`config.mk`:
```
export PLATFORM = sky130hd
export DESIGN_NAME = half_pwm_burst_ctrl
export DESIGN_NICKNAME = d
export VERILOG_FILES = /design/src/rtl/half_pwm_burst_ctrl.sv
export SDC_FILE = /design/constraint.sdc
export NUM_CORES = 1
export LEC_CHECK = 0
export ABC_AREA = 0
export ABC_CLOCK_PERIOD_IN_PS = 7700
export CAP_MARGIN = 20
export CELL_PAD_IN_SITES_DETAIL_PLACEMENT = 0
export CELL_PAD_IN_SITES_GLOBAL_PLACEMENT = 1
export CORE_ASPECT_RATIO = 1.2
export CORE_UTILIZATION = 23
export DETAILED_ROUTE_END_ITERATION = 12
export DONT_BUFFER_PORTS = 1
export PLACE_DENSITY = 0.55
export SLEW_MARGIN = 30
export SYNTH_ARGS = -nofsm -noshare
export SYNTH_HDL_FRONTEND = slang
export SYNTH_SLANG_ARGS = --single-unit
```
`constraint.sdc`:
```
create_clock -name io_clk -period 7.7 [get_ports io_clk]
set_clock_uncertainty 0.2 [all_clocks]
set_input_delay 1.54 -clock io_clk [delete_from_list [all_inputs] [get_ports io_clk]]
set_output_delay 1.54 -clock io_clk [all_outputs]
set_load 0.03 [all_outputs]
```
`src/rtl/half_pwm_burst_ctrl.sv`:
```
// Burst sequencer for half_pwm_die: issues a configured number of one-cycle starts, each
// released by a completion rise plus an optional idle gap. HALF_PWM_BURST_WDT_EN adds a WAIT watchdog.
module half_pwm_burst_ctrl #(
  parameter int unsigned _RAM_WIDTH = 32,
  parameter int unsigned CNT_WIDTH  = 16,
  parameter int unsigned WDT_CYCLES = 1000000
) (
  input  logic                  io_clk,
  input  logic                  io_rst,
  input  logic                  cfg_valid,
  output logic                  cfg_ready,
  input  logic [CNT_WIDTH-1:0]  cfg_burst_count,
  input  logic [_RAM_WIDTH-1:0] cfg_gap,
  input  logic [_RAM_WIDTH-1:0] cfg_die_period,
  input  logic [_RAM_WIDTH-1:0] cfg_pulse_period,
  input  logic                  abort,
  input  logic                  pulse_valid,
  output logic                  pwm_start,
  output logic                  pwm_dis,
  output logic [_RAM_WIDTH-1:0] die_period,
  output logic [_RAM_WIDTH-1:0] pulse_period,
  output logic                  busy,
  output logic [CNT_WIDTH-1:0]  pulse_idx,
  output logic                  burst_done,
  output logic                  burst_aborted,
  output logic                  wdt_fault
);

  typedef enum logic [2:0] {IDLE, START, WAIT, GAP, DONE, ABORT} state_t;

  state_t                state;
  logic [CNT_WIDTH-1:0]  count;
  logic [_RAM_WIDTH-1:0] gap;
  logic [_RAM_WIDTH-1:0] gap_cnt;
  logic                  pv_q;
  logic                  rise_c;
  logic [CNT_WIDTH-1:0]  idx_inc_c;

  assign rise_c    = pulse_valid & ~pv_q;
  assign idx_inc_c = pulse_idx + CNT_WIDTH'(1);

`ifdef HALF_PWM_BURST_WDT_EN
  localparam int unsigned WDT_W = (WDT_CYCLES > 1) ? $clog2(WDT_CYCLES) : 1;
  logic [WDT_W-1:0] wdt_cnt;
  logic             wdt_hit_c;
  assign wdt_hit_c = (32'(wdt_cnt) == WDT_CYCLES - 1);
`else
  // Without the watchdog the limit has no effect.
  logic unused_wdt;
  assign unused_wdt = |WDT_CYCLES;
  assign wdt_fault  = 1'b0;
`endif

  always_ff @(posedge io_clk) begin
    if (io_rst) begin
      state         <= IDLE;
      cfg_ready     <= 1'b0;
      busy          <= 1'b0;
      pwm_start     <= 1'b0;
      pwm_dis       <= 1'b0;
      burst_done    <= 1'b0;
      burst_aborted <= 1'b0;
      die_period    <= '0;
      pulse_period  <= '0;
      pulse_idx     <= '0;
      count         <= '0;
      gap           <= '0;
      gap_cnt       <= '0;
      pv_q          <= 1'b0;
`ifdef HALF_PWM_BURST_WDT_EN
      wdt_fault     <= 1'b0;
      wdt_cnt       <= '0;
`endif
    end else begin
      pv_q          <= pulse_valid;
      pwm_start     <= 1'b0;
      pwm_dis       <= 1'b0;
      burst_done    <= 1'b0;
      burst_aborted <= 1'b0;
`ifdef HALF_PWM_BURST_WDT_EN
      wdt_fault     <= 1'b0;
`endif
      // Abort outranks a same-cycle rise or gap expiry; pulse_idx is left untouched.
      if (abort && state != IDLE && state != ABORT) begin
        state <= ABORT;
      end else begin
        case (state)
          IDLE: begin
            busy <= 1'b0;
            if (cfg_valid && cfg_ready) begin
              cfg_ready    <= 1'b0;
              busy         <= 1'b1;
              count        <= cfg_burst_count;
              gap          <= cfg_gap;
              die_period   <= cfg_die_period;
              pulse_period <= cfg_pulse_period;
              pulse_idx    <= '0;
              state        <= (cfg_burst_count == '0) ? DONE : START;
            end else begin
              cfg_ready <= 1'b1;
            end
          end
          START: begin
            pwm_start <= 1'b1;
            state     <= WAIT;
`ifdef HALF_PWM_BURST_WDT_EN
            wdt_cnt   <= '0;
`endif
          end
          WAIT: begin
            if (rise_c) begin
              pulse_idx <= idx_inc_c;
              if (idx_inc_c == count) begin
                state <= DONE;
              end else if (gap == '0) begin
                state <= START;
              end else begin
                state   <= GAP;
                gap_cnt <= gap;
              end
            end
`ifdef HALF_PWM_BURST_WDT_EN
            else if (wdt_hit_c) begin
              wdt_fault <= 1'b1;
              state     <= ABORT;
            end else begin
              wdt_cnt <= wdt_cnt + WDT_W'(1);
            end
`endif
          end
          GAP: begin
            if (gap_cnt == _RAM_WIDTH'(1)) begin
              state <= START;
            end else begin
              gap_cnt <= gap_cnt - _RAM_WIDTH'(1);
            end
          end
          DONE: begin
            burst_done <= 1'b1;
            busy       <= 1'b0;
            cfg_ready  <= 1'b1;
            state      <= IDLE;
          end
          ABORT: begin
            pwm_dis       <= 1'b1;
            burst_aborted <= 1'b1;
            busy          <= 1'b0;
            cfg_ready     <= 1'b1;
            state         <= IDLE;
          end
          default: state <= IDLE;
        endcase
      end
    end
  end

endmodule

```
==> results of run 1 <==
## cell usage after synthesis (4+ instances only)
| cell | count |
|---|---|
| nor2b_1 | 19 |
| nor2_1 | 66 |
| clkbuf_1 | 60 |
| and3_1 | 7 |
| a31oi_1 | 7 |
| xor2_1 | 8 |
| o21a_1 | 4 |
| or3_1 | 6 |
| a21oi_1 | 184 |
| nor4_1 | 26 |
| o21ai_0 | 44 |
| xnor2_1 | 9 |
| a21o_1 | 6 |
| nand3_1 | 14 |
| o21ai_1 | 11 |
| inv_1 | 10 |
| nor3_1 | 23 |
| o32ai_2 | 4 |
| a22oi_1 | 7 |
| buf_2 | 5 |
| dfxtp_1 | 169 |
| nand2b_1 | 6 |
| buf_4 | 4 |
| nand2_1 | 251 |
| buf_6 | 7 |
| nand4_1 | 8 |
| nor3b_1 | 4 |
| and2_1 | 7 |
| or2_2 | 10 |
## through the flow
step	utilization	cells	power [uW]	hold WS (ns)
2_1_floorplan	-	1035	1588	0.2481
3_3_place_gp	0.2418	1412	1736	0.2611
3_5_place_dp	0.2419	1412	1742	0.2633
4_1_cts	0.2596	1444	2639	0.2734
5_1_grt	0.2597	1444	2745	0.2864
6_report	0.2597	1444	2585	0.2706
## registers in the layout, summed over array words and instances, names as in the netlist
register and count:
cfg_ready 1, pulse_period 32, pwm_start 1, burst_done 1, gap_cnt 32, state 3
count 16, gap 32, burst_aborted 1, pulse_idx 16, pv_q 1, busy 1
die_period 32
## critical path, delay by kind of cell (launching register included)
family | cells | cell delay (ns)
flops | 1 | 0.74
buf+inv | 1 | 0.43
simple gates | 4 | 1.90
compound gates | 3 | 0.57
mux | 1 | 0.39
## placed cells by master (no fill, tap or decap), types with 6 or more instances in the layout
master and count:
a21o_1 6, a21oi_1 184, a22oi_1 7, a31oi_1 7, and2_1 7, and3_1 7
clkbuf_16 17, dfxtp_1 169, inv_1 10, nand2_1 249, nand2b_1 6, nand3_1 14
nand4_1 8, nor2_1 66, nor2b_1 19, nor3_1 23, nor4_1 25, o21ai_0 44
o21ai_1 11, or2_2 10, or3_1 6, xnor2_1 9, xor2_1 8
## cell type report
class                   count  share of cell area
repair buffers              6            0.006102
multi-input cells         777              0.4632
clock buffers              19             0.05143
clock inverters            13             0.01671
well taps                 450             0.06538
inverters                  10            0.004359
flip-flops and latches    169              0.3929
## path summary, 6_finish.rpt
| path | to | slack (ns) | cells past startpoint | from |
|---|---|---|---|---|
| hold / removal | count[13] | 0.27 | 2 | count[13] |
| setup / recovery | gap_cnt[7] | 3.32 | 9 | pulse_idx[6] |
| hold reg to reg | count[13] | 0.27 | 2 | count[13] |
| setup reg to reg | gap_cnt[7] | 3.32 | 9 | pulse_idx[6] |
## logic make-up after synthesis
kind of cell | after synthesis | share of synthesized area
AOI/OAI and AO/OA | 290 | 0.2106
xor gates and xnor gates | 17 | 0.01918
adders and majority gates | 3 | 0.004835
buffers and inverters | 89 | 0.05269
DFF | 169 | 0.4357
muxes | 2 | 0.002739
other | 1 | 0.0004829
and+or+nand+nor | 464 | 0.2738
## power by group
part	switching [uW]	internal (uW)	total, uW
clock network	390	490	879
logic	353	173	526
registers	204	976	1180
## per-layer routing
layer	wire length [microns]	vias to the layer above
li1	-	3450
met1	10430	3180
met2	11920	131
met3	1258	20
met4	344	2
met5	17	-
==> impl_results.md, run 1 <==
* Slew @ Worst Pin at 0.8065 ns
* CP required at 7.82 ns
* Vias in the first global route at 6,553
* Largest net degree at the start of global routing at 173
* Fmax at 228.4 MHz
* CTS-repair resized insts at 0
* Post-synth ARST share at 0
* TNS Setup at 0 ns
* Final period utilization at 0.5687
* Clock Latency Late Sink at 0.45 ns
* CP startpoint kind: flop
* Crit path max-delay cell type: dfxtp_1
* Power density cells at 300.2 nW/um^2
* Input/output buffers at 0
* Post-DP Area at 8021 sq um
* Max incr delay on CP at 0.74 ns
* Routing usage on met3 at 0.04075
* Worst min path class: reg2reg
* Final Hold Fails at 0
* Row Count at 73
* Final WL at 23.97 mm
* Crit path max fanout at 51
* Synthesized cell area at 7765 sq um
* Status: finished clean
* Count of different cell masters after synthesis at 60
* Diodes inserted at 0
* Slew Limit Headroom at 0.4624
* Post-detail-place hpwl at 15.92 mm
* Antenna-violating nets left at 0
* CTS sink cnt at 169
* Post-Syn Area per Cell at 7.502 sq um
* Via Count at 6,783
* H-tree Lvls at 4
* Clock Path Buffers at 2
* Crit. End Element: flop
* Post-synth net total at 1,155
* WL/cell at 16.60 microns
* Area contributors post-synth: dfxtp_1 (44%), nand2_1 (12%), a21oi_1 (12%)
* Remaining DRCs at 0
* CTS tree: built
* GR Overflow Total at 0
* TritonCTS Buffers at 17
* Area grow syn2layout at 10.91%
* Root Driver: clkbuf_16
* Setup violations, final at 0
* Clk slew on worst S/H paths at 0.07 ns
* Share of layout cells above drive strength 1 at 0.06237
* Ports at 204
* Synth area leader: dfxtp_1
* Hold-fix buffers, CTS at 0
* Global-route wire length before repair at 37.18 mm
* Post-place setup slack at 3.298 ns
* Final Net Count at 1,101
* Syn Inst Count at 1,035
* WP data arrival at 4.50 ns
* Die Wd at 169.7 microns
* GR peak layer: met2
* Fin. max-slew vios at 0
* Sequential cell area fraction in the yosys report at 0.4357
* #FFs+latches synth at 169
* Core ar. at 33,160 sq um
* Final min period at 4.379 ns
* Max_cap viols at 0
* Peak VDD IR at 114.2 uV
* Overall Global Routing Usage at 0.1396
* 1st-pass router iterations at 5
* Final worst setup slack at 3.321 ns
* Initial antenna violation count at 1
* Synth warnings at 0
* RSZ-0062 raised after global routing: no
* Starting Density at 0.2342
* Worst Path Class, Setup: reg2reg
* Drt initial violations at 412
* Post-CTS Setup Inserts at 0
* CP cell instances: nand4_1 -> nor4_2 -> mux2_2 -> a211o_1 -> or4_4 -> a31oi_4 -> buf_4 -> or2_2 -> o21ai_0
* Post-synth EDFFs at 0
* Met2 usage at 0.2348
* Synth Flop Type: dfxtp_1
* Fillers at 3,650
* Yosys top cell area share at 0.4357
* Vias per cell at 4.697
* Met1 Resource Use GR at 0.1663
* Design area at 8612 sq um
* P_leak at 0.002848 uW
* Multi-input logic area at 3989 sq um
* Gpl congestion at 0.7553
* Die height at 203.3 microns
* Register area at 3383 sq um
* Die area at 34,500 sq um
No activity file was read; power rests on OpenSTA's default activity.
==> run 2, diff against run 1 <==
ABC_AREA = 1   (was 0)
ABC_CLOCK_PERIOD_IN_PS = 3600   (was 7700)
PLACE_DENSITY = 0.58   (was 0.55)
clock period = 3.6 ns   (was 7.7 ns; I/O delays follow)
==> run 2 against run 1 <==
Against the previous run:
- register-to-register slack got worse by 2.8 ns
- critical endpoint is now gap_cnt[3]
- clock power rose by 110%
- maximum frequency rose by 43%
- largest power group unchanged
==> impl_results.md, run 2 <==
* Clk slew on worst S/H paths at 0.07 ns (about the same)
* Post-synth EDFFs at 0 (unchanged)
* 1st-pass router iterations at 4 (was 5)
* Die height at 206.5 microns (was 203.3 microns)
* Min Hold Slack at 0.1397 ns (was 0.2706 ns)
* Starting Density at 0.2347 (was 0.2342)
* Min-Delay Endpoint: busy (was count[13])
* Total power at 7812 uW (was 2585 uW)
* Final worst setup slack at 0.5404 ns (was 3.321 ns)
* Core ar. at 34,170 sq um (was 33,160 sq um)
* Post-Syn Area per Cell at 6.530 sq um (was 7.502 sq um)
* Count of different cell masters after synthesis at 35 (was 60)
* CP startpoint kind: flop (unchanged)
* Worst Path Class, Setup: reg2reg (unchanged)
* Post-synth ARST share at 0 (unchanged)
* Crit path max fanout at 62 (was 51)
* Clock Path Buffers at 2 (unchanged)
* WL/cell at 14.88 microns (was 16.60 microns)
* Adder-cell share of the synthesized area at 0.004681 (was 0.004834)
* Post-detail-place hpwl at 17.21 mm (was 15.92 mm)
* Global-route wire length before repair at 39.65 mm (was 37.18 mm)
* Root Driver: clkbuf_16 (unchanged)
* GR Overflow Total at 0 (unchanged)
* Final WL at 24.92 mm (was 23.97 mm)
* Most common cell after layout, fill and taps aside: nor2_1 (was nand2_1)
* Clock Latency Late Sink at 0.44 ns (was 0.45 ns)
* Post-place setup slack at 0.5656 ns (was 3.298 ns)
* R2r setup slk at 0.54 ns (was 3.32 ns)
* Share of layout cells above drive strength 1 at 0.05172 (was 0.06237)
* Synth top cells by count: nor2_1 (271), nand2_1 (224), dfxtp_1 (169) (was nand2_1 (251), a21oi_1 (184), dfxtp_1 (169))
* Row Count at 74 (was 73)
* Final period utilization at 0.8499 (was 0.5687)
* Yosys top cell area share at 0.4219 (was 0.4357)
* Top-count cell post-synth: nor2_1 (was nand2_1)
* Status: finished clean (unchanged)
* Final Hold Fails at 0 (unchanged)
* Post-CTS Setup Inserts at 0 (unchanged)
* Input/output buffers at 0 (unchanged)
* Synth area leader: dfxtp_1 (unchanged)
* Remaining DRCs at 0 (unchanged)
* Die area at 35,620 sq um (was 34,500 sq um)
* Die Wd at 172.5 microns (was 169.7 microns)
* Via Count at 7,620 (was 6,783)
* Final min period at 3.060 ns (was 4.379 ns)
* Overall Global Routing Usage at 0.1438 (was 0.1396)
* R2r endpoint: gap_cnt[3] (was gap_cnt[7])
* P_leak at 0.003978 uW (was 0.002848 uW)
* Fmax at 326.8 MHz (was 228.4 MHz)
* Slew @ Worst Pin at 0.7524 ns (was 0.8065 ns)
* Final design utilization at 0.2659 (was 0.2597)
* Fin. max-slew vios at 0 (unchanged)
* Post-synth net total at 1,348 (was 1,155)
* Synth warnings at 0 (unchanged)
* Largest family of logic cells by synthesized area: simple AND/OR/NAND/NOR gates (unchanged)
* Hold path depth at 1 (was 2)
* #FFs+latches synth at 169 (unchanged)
* Post-synthesis xor/xnor area fraction at 0.006553 (was 0.01917)
* Post-synthesis mux area share at 0 (was 0.002739)
* Final Net Count at 1,325 (was 1,101)
* Most frequent cells in the layout: nor2_1 (270), nand2_1 (224), dfxtp_1 (169) (was nand2_1 (249), a21oi_1 (184), dfxtp_1 (169))
* Worst reg2reg path depth at 14 (was 9)
* Peak VDD IR at 342.4 uV (was 114.2 uV)
* Area contributors post-synth: dfxtp_1 (42%), nor2_1 (13%), nand2_1 (10%) (was dfxtp_1 (44%), nand2_1 (12%), a21oi_1 (12%))
* RSZ-0062 raised after global routing: no (unchanged)
* Initial antenna violation count at 3 (was 1)
* Synth Area in Simple Gates at 0.3217 (was 0.2738)
* Worst min path class: in2reg (was reg2reg)
* Sequential cell area fraction in the yosys report at 0.4219 (was 0.4357)
* Reg-to-Reg Start: pulse_idx[5] (was pulse_idx[6])
* Power density cells at 860.0 nW/um^2 (was 300.2 nW/um^2)
* Synth Flop Type: dfxtp_1 (unchanged)
* Area grow syn2layout at 13.28% (was 10.91%)
* Largest net degree at the start of global routing at 161 (was 173)
* Slew Limit Headroom at 0.4984 (was 0.4624)
* Crit. End Element: flop (unchanged)
* Gpl congestion at 0.7397 (was 0.7553)
* Syn Inst Count at 1,228 (was 1,035)
* Setup violations, final at 0 (unchanged)
* Ports at 204 (unchanged)
* Max_cap viols at 0 (unchanged)
* Synthesized cell area at 8019 sq um (was 7765 sq um)
* TNS Setup at 0 ns (unchanged)
* Compound-Gate Fraction of Synth Area at 0.1506 (was 0.2106)
* CTS tree: built (unchanged)
* CTS-repair resized insts at 0 (unchanged)
* CTS sink cnt at 169 (unchanged)
* WP data arrival at 3.19 ns (was 4.50 ns)
* Vias in the first global route at 7,541 (was 6,553)
* Antenna-violating nets left at 0 (unchanged)
* CP required at 3.73 ns (was 7.82 ns)
* Vias per cell at 4.549 (was 4.697)
* Drt initial violations at 384 (was 412)
* Hold-fix buffers, CTS at 0 (unchanged)
* TritonCTS Buffers at 17 (unchanged)
* Hold_sp: io_rst (was count[13])
* H-tree Lvls at 4 (unchanged)
-- run 2: cell count changes in the layout (fill, tap and decap cells not counted), moves of 17 or more --
cell and delta:
inv_1 +116, nor4_1 -17, a21oi_1 -114, o21ai_0 +111
nand3_1 +61, nand2_1 -25, nor2b_1 -19, nor2_1 +204
nand4_1 +18
-- run 2: critical path, stage by stage, from the launching register on --
cell and delay, ns:
dfxtp_1 0.66, nand2_1 0.21, nor2_2 0.27, nand3_1 0.19, nand3_1 0.13, nand2_1 0.07
inv_1 0.05, nand2_1 0.05, nor2_1 0.23, nand4_1 0.25, nand4_4 0.14, buf_12 0.25
nand2_1 0.09, nand2_1 0.07, nor2_1 0.04
-- run 2: worst max path at each step --
stage	to	slack, ns	start
detailed placement	gap_cnt[11]	0.57	pulse_idx[5]
CTS	gap_cnt[22]	0.54	pulse_idx[5]
floorplan	gap_cnt[4]	1.04	pulse_idx[0]
global placement	gap_cnt[11]	0.59	pulse_idx[5]
global route	gap_cnt[20]	0.23	pulse_idx[5]
finish	gap_cnt[3]	0.54	pulse_idx[5]
-- run 2: area by class of cell --
type / count / area, sq um
Fill cell: 3842 / 25080
Antenna cell: 1 / 2.502
Multi-Input combinational cell: 870 / 3895
Sequential cell: 169 / 3383
Inverter: 129 / 489.2
Tap cell: 456 / 570.5
Clock buffer: 17 / 425.4
Timing Repair Buffer: 18 / 160.2
Clock inverter: 15 / 157.7
-- run 2: kinds of logic after synthesis --
family	after synthesis
AND/OR/NAND/NOR	623
AO/OA/AOI/OAI	237
buffers and inverters	189
flip-flops	169
XOR/XNOR	6
adder cells (fa/ha/maj)	3
other	1
-- run 2: layer usage --
metal	share of wire	vias up	track usage
li1	-	3894	-
met1	0.45	3495	0.1723
met2	0.47	203	0.2431
met3	0.061	24	0.03947
met4	0.019	4	0.05468
met5	0.00096	-	0
-- run 2: through the flow --
step,instances,cell area [sq um]
after floorplan,1228,8019
after global routing,1675,9084
after global placement,1642,8498
final,1675,9084
after detailed placement,1642,8498
after CTS,1674,9081
-- run 2: where the power goes --
part	internal [uW]	switching (uW)	total, uW
sequential	2320	704	3030
combinational	898	2020	2920
clock	982	887	1870
==> run 3, diff against run 2 <==
ABC_CLOCK_PERIOD_IN_PS = 2600   (was 3600)
clock period = 2.6 ns   (was 3.6 ns; I/O delays follow)
==> run 3 against run 2 <==
Against the previous run:
- via count is 3.2% higher
- sequential share of layout area is 3.7 points lower
- critical endpoint is now gap_cnt[25]
- largest power group is now combinational cells
- cell count is 4.7% higher
- critical path depth is 2 higher
==> impl_results.md, run 3 (synthesis gave the netlist of run 2 again) <==
* Crit. End Element: flop (unchanged)
* Max incr delay on CP at 0.37 ns (was 0.66 ns)
* Final worst setup slack at 0.07181 ns (was 0.5404 ns)
* Root Driver: clkbuf_16 (unchanged)
* Die area at 35,620 sq um (unchanged)
* Power density cells at 1166 nW/um^2 (was 860.0 nW/um^2)
* Ports at 204 (unchanged)
* Fillers at 3,768 (was 3,842)
* Final Net Count at 1,404 (was 1,325)
* Initial antenna violation count at 2 (was 3)
* Largest net degree at the start of global routing at 100 (was 161)
* Status: finished clean (unchanged)
* Slew Limit Headroom at 0.4043 (was 0.4984)
* Share of layout cells above drive strength 1 at 0.1550 (was 0.05172)
* Most frequent cells in the layout: nor2_1 (254), nand2_1 (185), dfxtp_1 (160) (was nor2_1 (270), nand2_1 (224), dfxtp_1 (169))
* Final WL at 25.71 mm (was 24.92 mm)
* Post-place setup slack at -0.05480 ns (was 0.5656 ns)
* Drt initial violations at 301 (was 384)
* CTS sink cnt at 169 (unchanged)
* Worst min path class: in2reg (unchanged)
* Core ar. at 34,170 sq um (unchanged)
* Die height at 206.5 microns (unchanged)
* Overall Global Routing Usage at 0.1443 (was 0.1438)
* Clock Latency Late Sink at 0.44 ns (about the same)
* Clock Path Buffers at 2 (unchanged)
* Worst Path Class, Setup: reg2reg (unchanged)
* Input/output buffers at 0 (unchanged)
* WP data arrival at 2.70 ns (was 3.19 ns)
* Multi-input logic area at 4159 sq um (was 3895 sq um)
* Total power at 11,830 uW (was 7812 uW)
* Starting Density at 0.2347 (unchanged)
* Sw Pwr at 5308 uW (was 3608 uW)
* Register share of total power at 0.354 (was 0.387)
* Via Count at 7,862 (was 7,620)
* Net Sw Frac at 0.4485 (was 0.4618)
* CP required at 2.77 ns (was 3.73 ns)
* Clk slew on worst S/H paths at 0.08 ns (was 0.07 ns)
* Final period utilization at 0.9724 (was 0.8499)
* Fmax at 395.5 MHz (was 326.8 MHz)
* Remaining DRCs at 0 (unchanged)
* CP startpoint kind: flop (unchanged)
* CTS tree: built (unchanged)
* Max_cap viols at 0 (unchanged)
* Crit. Startpoint: pulse_idx[1] (was pulse_idx[5])
* Slew @ Worst Pin at 0.8906 ns (was 0.7524 ns)
* Diodes inserted at 0 (was 1)
* Reg-to-Reg Start: pulse_idx[1] (was pulse_idx[5])
* Row Count at 74 (unchanged)
* Most common cell after layout, fill and taps aside: nor2_1 (unchanged)
* Register area at 3400 sq um (was 3383 sq um)
* CP cell instances: ha_4 -> nand2_4 -> nor2_4 -> nand4_1 -> buf_4 -> nand3_1 -> nand2_1 -> nand2_1 -> nor2_4 -> nand4_1 -> nand4_4 -> buf_12 -> clkbuf_16 -> nand2_2 -> nand2_1 -> nor2_1 (was nand2_1 -> nor2_2 -> nand3_1 -> nand3_1 -> nand2_1 -> inv_1 -> nand2_1 -> nor2_1 -> nand4_1 -> nand4_4 -> buf_12 -> nand2_1 -> nand2_1 -> nor2_1)
* Gpl congestion at 0.7615 (was 0.7397)
* Vias in the first global route at 7,663 (was 7,541)
* RSZ-0062 raised after global routing: yes (was no)
* Hold_sp: cfg_die_period[17] (was io_rst)
* Min Hold Slack at 0.02167 ns (was 0.1397 ns)
* P_leak at 0.004458 uW (was 0.003978 uW)
* GR Overflow Total at 0 (unchanged)
* H-tree Lvls at 4 (unchanged)
* Setup violations, final at 0 (unchanged)
* Die Wd at 172.5 microns (unchanged)
* Clock network power share at 0.221 (was 0.239)
* Vias per cell at 4.485 (was 4.549)
* CP delay by family, top: simple AND/OR/NAND/NOR gates (unchanged)
* 1st-pass router iterations at 5 (was 4)
* Gate power share at 0.425 (was 0.373)
* Final min period at 2.528 ns (was 3.060 ns)
* Final Hold Fails at 0 (unchanged)
* Crit path max-delay cell type: dfxtp_4 (was dfxtp_1)
* Post-detail-place hpwl at 17.72 mm (was 17.21 mm)
* WP buf/inv at 3 (was 2)
* Peak VDD IR at 482.5 uV (was 342.4 uV)
* Fin. max-slew vios at 0 (unchanged)
* Crit path max fanout at 7 (was 62)
* Global-route wire length before repair at 39.79 mm (was 39.65 mm)
* Internal power at 6526 uW (was 4204 uW)
* Crit path top cell by count: nand2_1 (unchanged)
* Antenna-violating nets left at 0 (unchanged)
* Area grow syn2layout at 26.54% (was 13.28%)
* WL/cell at 14.66 microns (was 14.88 microns)
* TritonCTS Buffers at 17 (unchanged)
[run 3: cell count changes in the layout (fill, tap and decap cells not counted), sizes merged]
cell         previous run  this run
diode                   1         0
inv                   137       135
clkbuf                 17        20
buf                    18        81
clkinvlp                2         3
dlygate4sd3             0        14
[run 3: area by class of cell]
| class | instances | share of cell area |
|---|---|---|
| Clock buffer | 18 | 0.04328 |
| Clock inverter | 14 | 0.01554 |
| Inverter | 129 | 0.04821 |
| Multi-Input combinational cell | 870 | 0.4099 |
| Sequential cell | 169 | 0.3350 |
| Tap cell | 456 | 0.05623 |
| Timing Repair Buffer | 97 | 0.09186 |
[run 3: worst paths after layout]
kind,end,slack (ns),depth (start not counted)
hold reg to reg,count[4],0.27,2
hold / removal,die_period[17],0.02,2
setup reg to reg,gap_cnt[25],0.07,16
setup / recovery,gap_cnt[25],0.07,16
[run 3: power groups by stage]
stage	logic (uW)	clock network [uW]	registers [uW]
after floorplan	3040	0	4130
after global placement	4710	0	4240
after detailed placement	4750	0	4230
after CTS	4910	2720	4190
after global routing	5710	2810	4270
final	5030	2620	4190
[run 3: layer usage]
layer	share of wire	wire length [microns]	GRT usage
met4	0.014	359	0.04109
met2	0.47	12130	0.2478
met3	0.056	1439	0.03966
met5	0.0011	27	0
met1	0.46	11750	0.1748
[run 3: what timing repair did]
item                                    CTS  global route
hold buffers                             14             0
gates resized for setup                  19            80
pin swaps                                 6            25
setup buffers                             5             3
endpoints found under the hold margin    30             0
cloned                                    2             2
endpoints found under the setup margin   30            32
[run 3: stage by stage]
step                setup TNS (ns)  cell area, sq um    util  cells
floorplan                        0              8019       -   1228
global placement           -0.6088              8941  0.2617   1696
detailed placement          -1.189              8941  0.2617   1696
CTS                       -0.08579              9834  0.2878   1749
global route                -2.715             10150  0.2970   1753
finish                           0             10150  0.2970   1753
